File: config.mk
export PLATFORM = sky130hd
export DESIGN_NAME = pu_fifo
export DESIGN_NICKNAME = d
export VERILOG_FILES = /design/src/rtl/pu_fifo.sv
export SDC_FILE = /design/constraint.sdc
export NUM_CORES = 1
export LEC_CHECK = 0
export ABC_AREA = 1
export BUFFER_PORTS_ARGS = -buffer_cell sky130_fd_sc_hd__buf_2
export CORE_ASPECT_RATIO = 1.5
export CORE_UTILIZATION = 45
export DETAILED_ROUTE_END_ITERATION = 10
export PLACE_DENSITY = 0.61
export SLEW_MARGIN = 20
export SYNTH_ARGS = -nofsm -noshare
export SYNTH_HDL_FRONTEND = slang
export SYNTH_SLANG_ARGS = --single-unit
File: constraint.sdc
create_clock -name clk -period 7.7 [get_ports clk]
set_clock_uncertainty 0.1 [all_clocks]
set_input_delay 0.77 -clock clk [delete_from_list [all_inputs] [get_ports clk]]
set_output_delay 0.77 -clock clk [all_outputs]
set_load 0.05 [all_outputs]
File: src/rtl/pu_fifo.sv
// pu_fifo: bus process unit that queues words and replays them in FIFO order.
// Optional sticky error reporting is enabled by defining PU_FIFO_STICKY_ERR_EN.
module pu_fifo #(
  parameter int DATA_WIDTH = 32,
  parameter int ATTR_WIDTH = 4,
  parameter int DEPTH      = 8
) (
  input  logic                       clk,
  input  logic                       rst_n,
  input  logic                       signal_wr,
  input  logic [DATA_WIDTH-1:0]      data_in,
  input  logic [ATTR_WIDTH-1:0]      attr_in,
  input  logic                       signal_oe,
  output logic [DATA_WIDTH-1:0]      data_out,
  output logic [ATTR_WIDTH-1:0]      attr_out,
  output logic [$clog2(DEPTH+1)-1:0] count,
  output logic                       empty,
`ifdef PU_FIFO_STICKY_ERR_EN
  output logic                       full,
  output logic                       err
`else
  output logic                       full
`endif
);

  localparam int AW = (DEPTH > 1) ? $clog2(DEPTH) : 1;
  localparam int CW = $clog2(DEPTH + 1);
  localparam int EW = ATTR_WIDTH + DATA_WIDTH;
  localparam logic [AW-1:0] LAST_PTR  = AW'(DEPTH - 1);
  localparam logic [CW-1:0] DEPTH_CNT = CW'(DEPTH);

  logic [EW-1:0]         mem_r [DEPTH];
  logic [AW-1:0]         wr_ptr_r;
  logic [AW-1:0]         rd_ptr_r;
  logic [CW-1:0]         count_r;
  logic                  empty_r;
  logic                  full_r;
  logic [DATA_WIDTH-1:0] data_out_r;
  logic [ATTR_WIDTH-1:0] attr_out_r;
  logic                  err_r;

  logic                  push_s;
  logic                  pop_s;
  logic                  underflow_s;
  logic                  overflow_s;
  logic [CW-1:0]         count_nxt_s;
  logic [EW-1:0]         rd_word_s;
  logic [DATA_WIDTH-1:0] data_nxt_s;
  logic [ATTR_WIDTH-1:0] attr_nxt_s;

  // Wrapping pointer increment; DEPTH need not be a power of two.
  function automatic logic [AW-1:0] ptr_inc(input logic [AW-1:0] p);
    logic [AW-1:0] r;
    if (p == LAST_PTR) begin
      r = {AW{1'b0}};
    end else begin
      r = p + AW'(1'b1);
    end
    return r;
  endfunction

  // Push/pop qualification, next occupancy and next output word.
  always_comb begin
    push_s      = signal_wr & ((count_r != DEPTH_CNT) | signal_oe);
    pop_s       = signal_oe & (count_r != {CW{1'b0}});
    underflow_s = signal_oe & (count_r == {CW{1'b0}});
    overflow_s  = signal_wr & (count_r == DEPTH_CNT) & ~signal_oe;
    rd_word_s   = mem_r[rd_ptr_r];
    data_nxt_s  = {DATA_WIDTH{1'b0}};
    attr_nxt_s  = {ATTR_WIDTH{1'b0}};
    case ({push_s, pop_s})
      2'b10:   count_nxt_s = count_r + CW'(1'b1);
      2'b01:   count_nxt_s = count_r - CW'(1'b1);
      default: count_nxt_s = count_r;
    endcase
    if (pop_s) begin
      data_nxt_s = rd_word_s[DATA_WIDTH-1:0];
      attr_nxt_s = rd_word_s[EW-1:DATA_WIDTH];
    end else if (underflow_s) begin
      attr_nxt_s = ATTR_WIDTH'(1'b1);
    end else begin
      attr_nxt_s = {ATTR_WIDTH{1'b0}};
    end
    // A latched error poisons every later non-idle result.
    attr_nxt_s[0] = attr_nxt_s[0] | (err_r & signal_oe);
  end

  // Pointers, occupancy, status and output register.
  always_ff @(posedge clk or negedge rst_n) begin
    if (!rst_n) begin
      wr_ptr_r   <= {AW{1'b0}};
      rd_ptr_r   <= {AW{1'b0}};
      count_r    <= {CW{1'b0}};
      empty_r    <= 1'b1;
      full_r     <= 1'b0;
      data_out_r <= {DATA_WIDTH{1'b0}};
      attr_out_r <= {ATTR_WIDTH{1'b0}};
    end else begin
      if (push_s) begin
        wr_ptr_r <= ptr_inc(wr_ptr_r);
      end
      if (pop_s) begin
        rd_ptr_r <= ptr_inc(rd_ptr_r);
      end
      count_r    <= count_nxt_s;
      empty_r    <= (count_nxt_s == {CW{1'b0}});
      full_r     <= (count_nxt_s == DEPTH_CNT);
      data_out_r <= data_nxt_s;
      attr_out_r <= attr_nxt_s;
    end
  end

  // Storage array; contents deliberately survive reset.
  always_ff @(posedge clk) begin
    if (push_s) begin
      mem_r[wr_ptr_r] <= {attr_in, data_in};
    end
  end

`ifdef PU_FIFO_STICKY_ERR_EN
  // Sticky error flag, cleared only by reset.
  always_ff @(posedge clk or negedge rst_n) begin
    if (!rst_n) begin
      err_r <= 1'b0;
    end else begin
      err_r <= err_r | underflow_s | overflow_s;
    end
  end

  assign err = err_r;
`else
  assign err_r = 1'b0;
`endif

  assign data_out = data_out_r;
  assign attr_out = attr_out_r;
  assign count    = count_r;
  assign empty    = empty_r;
  assign full     = full_r;

endmodule

* Yosys cells after proc, flatten, opt, wreduce, memory -nomap -nowiden *
Memory sizes are Yosys's and may differ from the RTL's.
Index checks and enable logic that the tools add are counted.

word-level totals
  bits of input ports = 40
  bits in latches = 0
  flip-flop bits (word level) = 48
  bits in writable memories = 288
  output and inout port bits = 42
  memories = 1
  ROM bits = 0
  word-level logic and storage cells = 33

memory list
  memory  depth  bits a word  read ports  clocked after Yosys merged registers in  wr ports  RTL line  RTL
  mem_r   8      36           1           0                                        1         32        logic [EW-1:0] mem_r [DEPTH];

cells by class
  div/mod/pow operators = 0
  multipliers = 0
  reductions and logical operators = 3
  $lt $le $gt $ge = 0
  shifts and indexed selects = 0
  bitwise gates (word level) = 4
  equality and inequality tests = 6
  add/subtract/negate cells = 4
  multiplexer cells = 8

operators with widths
  operator                                                               count
  32-bit 2-to-1 mux                                                      1
  4-bit logical NOT                                                      2
  4-bit one-hot mux with 2 select lines                                  1
  3-bit by 1-bit adder with 3-bit output, second input constant          2
  3-bit equality test, second input constant                             2
  3-bit 2-to-1 mux                                                       2
  4-bit by 1-bit adder with 4-bit output, second input constant          1
  4-bit equality test, second input constant                             1
  4-bit 2-to-1 mux                                                       1
  4-bit inequality test, second input constant                           1
  4-bit nonzero test                                                     1
  4-bit by 1-bit subtractor with 4-bit output, second input constant     1
  1-bit bitwise AND                                                      3
  1-bit 2-to-1 mux                                                       3
  2-bit by 1-bit equality test with 1-bit output, second input constant  1
  2-bit equality test, second input constant                             1
  1-bit bitwise OR                                                       1

* Logic depth before layout (Yosys ltp) *
  word-level depth = 6
  mapped depth = 14
  mapped depth without buffers = 14

* Worst setup path after synthesis *
Ideal clock, no wire load.

  kind = register to register
  start point = reg count_r[1], in the netlist count[1]
  end point = mem mem_r[0][0] (netlist bit), enable pin
  data arrival time = 2836 ps
  required time = 7171 ps
  setup slack = 4335 ps
  clock period less this slack = 3365 ps
  cell stages (with the launch flop) = 6
  path buffers = 0
  setup time = 429 ps
  cell sequence = dfrtp_1 > nor3_1 > nand3_1 > nand2_2 > or2_1 > nor2_1

on the way
  word-level cells in the longest chain between the ends = 5

RTL lines
  item                                    RTL line  RTL
  start: declaration                      35        logic [CW-1:0] count_r;
  start signal: assignment                93        count_r <= {CW{1'b0}};
  start signal: assignment                105       count_r <= count_nxt_s;
  4-bit inequality test                   64        push_s = signal_wr & ((count_r != DEPTH_CNT) | signal_oe);
  1-bit bitwise OR                        64
  1-bit bitwise AND                       64
  1-bit 2-to-1 mux                        115       if (push_s) begin
  1-bit 2-to-1 mux (implied by the code)  116       mem_r[wr_ptr_r] <= {attr_in, data_in};
  end: declaration                        32

No other way between the ends.

* Worst setup path after layout *
  start point = reg rd_ptr_r[0]
  end point = reg data_out_r[22], in the netlist data_out[22]

on the way
  word-level cells in the longest chain between the ends = 2

RTL lines
  item                      RTL line  RTL
  start: declaration        34        logic [AW-1:0] rd_ptr_r;
  start signal: assignment  92        rd_ptr_r <= {AW{1'b0}};
  start signal: assignment  103       rd_ptr_r <= ptr_inc(rd_ptr_r);
  memory read 8 x 36 bit    n/a
  32-bit 2-to-1 mux         76        if (pop_s) begin
  net data_nxt_s[22]        48        logic [DATA_WIDTH-1:0] data_nxt_s;
  end signal: assignment    96        data_out_r <= {DATA_WIDTH{1'b0}};
  end signal: assignment    108       data_out_r <= data_nxt_s;
  end: declaration          38        logic [DATA_WIDTH-1:0] data_out_r;

The timed path passes the listed nets, and every way through them passes these cells.
A chain may end at the register's enable or synchronous reset.

==> impl_metrics.py <==
metrics = {
    "status": {
        "status": "finished clean",
    },
    "cells_and_area": {
        "n_antenna_cell": 0,
        "syn_to_final_growth_pct": 13.1,
        "drive_gt1_frac": 0.159,
        "final_cell_mix": "edfxtp_1, nor2_1, o21ai_0",
        "finish.utilization": 0.519,
        "nets": 1064,
        "final_common_cell": "edfxtp_1",
    },
    "clock_network": {
        "clockRootBuffer": "clkbuf_16",
        "cts_hold_buffers": 0,
        "cts_made_buffers": 30,
        "clock_latency_ns": 0.56,
        "cts_buffer_depth": 3,
        "cts_tree": "yes",
        "cts_max_level": 1,
        "cts_setup_buffers": 0,
        "cts.clk_slew.worst_paths_ns": 0.06,
        "post_cts_resized": 0,
        "clkSinkCount": 336,
    },
    "synth": {
        "synth-async-reset-ratio": 0.143,
        "ys_types": 32,
        "yosysSeqAreaShare": 0.764,
        "synth_compound_area_frac": 0.108,
        "synthAdderAreaFrac": 0.00680,
        "synthXorXnorAreaFrac": 0.00136,
        "ys_ff_latch": 336,
        "postSynthAreaPerCell_um2": 13.6,
        "synth_top_family_by_area": "compound AO/OA/AOI/OAI gates",
        "synthSimpleGateAreaFrac": 0.0832,
        "synth-edff-count": 288,
        "yosysTopAreaCellShare": 0.671,
        "syn_inst": 950,
        "synth_area_leaders": "edfxtp_1, dfrtp_1, nor2_1",
        "synth_mux_area_frac": 0,
        "ys.flop_type": "edfxtp_1",
        "yosys_warnings": 0,
        "synth_area_leader_cell": "edfxtp_1",
        "synth_nets": 997,
        "netlist_area_um2": 12900,
    },
    "die": {
        "rows": 75,
        "core_um2": 28100,
        "die-width_um": 140,
        "ioPinCount": 82,
        "die_y_um": 209,
        "die_area_um2": 29300,
        "start_util": 0.459,
    },
    "critical_path": {
        "crit_path_max_incr_delay_ns": 0.83,
        "rrSetupSlack_ns": 5.06,
        "crit_end": "data_out[22]",
        "arrival_ns": 3.00,
        "rr_worst_depth": 5,
        "r2r-start": "rd_ptr_r[0]",
        "cp-start-kind": "register",
        "critPathKind": "register to register",
        "rr_endpoint": "data_out[22]",
        "crit_start": "rd_ptr_r[0]",
        "path_max_fanout": 89,
        "worstPathCellList": "buf_4 > o21ai_0 > o22ai_1 > o21ai_1 > nor2_1",
        "cp_slowest_cell": "dfrtp_4",
        "cp-end-kind": "register",
        "critPathRequiredTime_ns": 8.07,
    },
    "timing": {
        "fmax_ghz": 0.379,
        "slew_headroom": 0.259,
        "finalHoldViolCount": 0,
        "fin_tns_setup_ns": 0,
        "fin_crit_ns": 2.64,
        "setup_viol": 0,
        "worstMarginPinSlew_ns": 1.11,
        "period_share": 0.342,
        "finalWorstSetupSlack_ns": 5.06,
        "slew_violations": 0,
        "rsz0062_at_grt": "false",
    },
    "power": {
        "p_per_area_nw_per_um2": 403,
        "peakVddDrop_mv": 0.188,
        "power.total_mw": 5.87,
        "leakagePower_nw": 5.16,
    },
    "detailed_routing": {
        "vias_per_cell": 5.52,
        "detail-route-antenna-nets": 0,
        "drt-pass1-iter-count": 4,
        "wl_mm": 27.3,
        "drc": 0,
        "num_vias": 7650,
        "drtIter0Drc": 657,
        "wl_per_cell_um": 19.7,
    },
    "placed_design": {
        "pre_cts_slack_ns": 4.63,
        "gp_congestion": 0.777,
        "port-buffer-count": 81,
        "hpwl_mm": 14.1,
    },
    "min_path": {
        "hold_path_class": "primary input to async pin",
    },
    "grt": {
        "grt_max_degree": 147,
        "gr-usage-all-layers": 0.190,
        "grt_overflow": 0,
        "grt_pass1_vias": 7564,
        "antenna_found_initial": 1,
        "grt_pass1_wl_mm": 42.5,
    },
    "flow_run": {
        "maxCapViolCount": 0,
    },
}
-- worst min path at each step --
| stage | start | end | slack, ns | cells past startpoint |
|---|---|---|---|---|
| floorplan | rst_n | attr_out[0] | 0.37 | 0 |
| CTS | rst_n | data_out[26] | 0.27 | 2 |
| global placement | wr_ptr_r[0] | wr_ptr_r[0] | 0.44 | 1 |
| global route | rst_n | data_out[26] | 0.31 | 2 |
| finish | rst_n | data_out[26] | 0.25 | 2 |
| detailed placement | wr_ptr_r[0] | wr_ptr_r[0] | 0.44 | 1 |
-- metal layers --
metal / track usage / wire, um / vias up
li1: - / - / 3599
met1: 0.233 / 11500 / 3866
met2: 0.347 / 14400 / 152
met3: 0.0267 / 1040 / 31
met4: 0.0542 / 410 / 2
met5: 0 / 8 / -
-- synth_stat cells, types with 2 or more instances --
cell type,n
buf_6,15
buf_2,19
nor2_1,226
o22ai_1,70
nand2_1,27
buf_1,3
edfxtp_1,288
inv_1,10
clkbuf_1,9
xnor2_1,2
inv_2,2
o21ai_2,2
a21oi_1,3
o21ai_1,71
o21a_1,2
o21ai_0,109
nand3_1,16
ha_1,7
dfrtp_1,47
clkbuf_2,6
buf_4,5
-- layout make-up --
| cell class | count | area (um^2) |
|---|---|---|
| flip-flops and latches | 336 | 9860 |
| clock inverters | 16 | 208 |
| fillers | 2351 | 13500 |
| well taps | 346 | 433 |
| repair buffers | 93 | 508 |
| clock buffers | 40 | 860 |
| multi-input cells | 542 | 2640 |
| inverters | 14 | 70.1 |
-- registers in the layout (all words and copies together) (netlist names) --
| name | flops |
|---|---|
| mem_r | 288 |
| data_out | 32 |
| attr_out | 4 |
| count | 4 |
| rd_ptr_r | 3 |
| wr_ptr_r | 3 |
| empty | 1 |
| full | 1 |
-- cells by family after synthesis --
| family | after synthesis |
|---|---|
| compound gates | 258 |
| xor+xnor | 2 |
| fa+ha+maj | 7 |
| buf+inv | 72 |
| flops | 336 |
| simple gates | 275 |
-- critical path, delay by kind of cell (launching register included) --
| kind | cells | cell delay (ns) |
|---|---|---|
| AND/OR/NAND/NOR | 1 | 0.19 |
| AO/OA/AOI/OAI | 3 | 0.53 |
| flip-flops | 1 | 0.83 |
| buffers and inverters | 1 | 0.78 |
-- report_power, final --
| group | total [mW] | switching, mW | internal, mW |
|---|---|---|---|
| clock | 1.59 | 0.642 | 0.949 |
| combinational | 1.77 | 1.30 | 0.469 |
| sequential | 2.51 | 0.196 | 2.31 |
| total | 5.87 | 2.14 | 3.73 |
-- stage by stage --
step                      area, um^2  cells  hold slack, ns
after detailed placement       13500   1331           0.438
after global placement         13500   1330           0.436
after CTS                      14600   1387           0.270
after floorplan                12900    950           0.374
after global routing           14600   1387           0.305
final                          14600   1387           0.251
(Power assumes the default switching activity.)
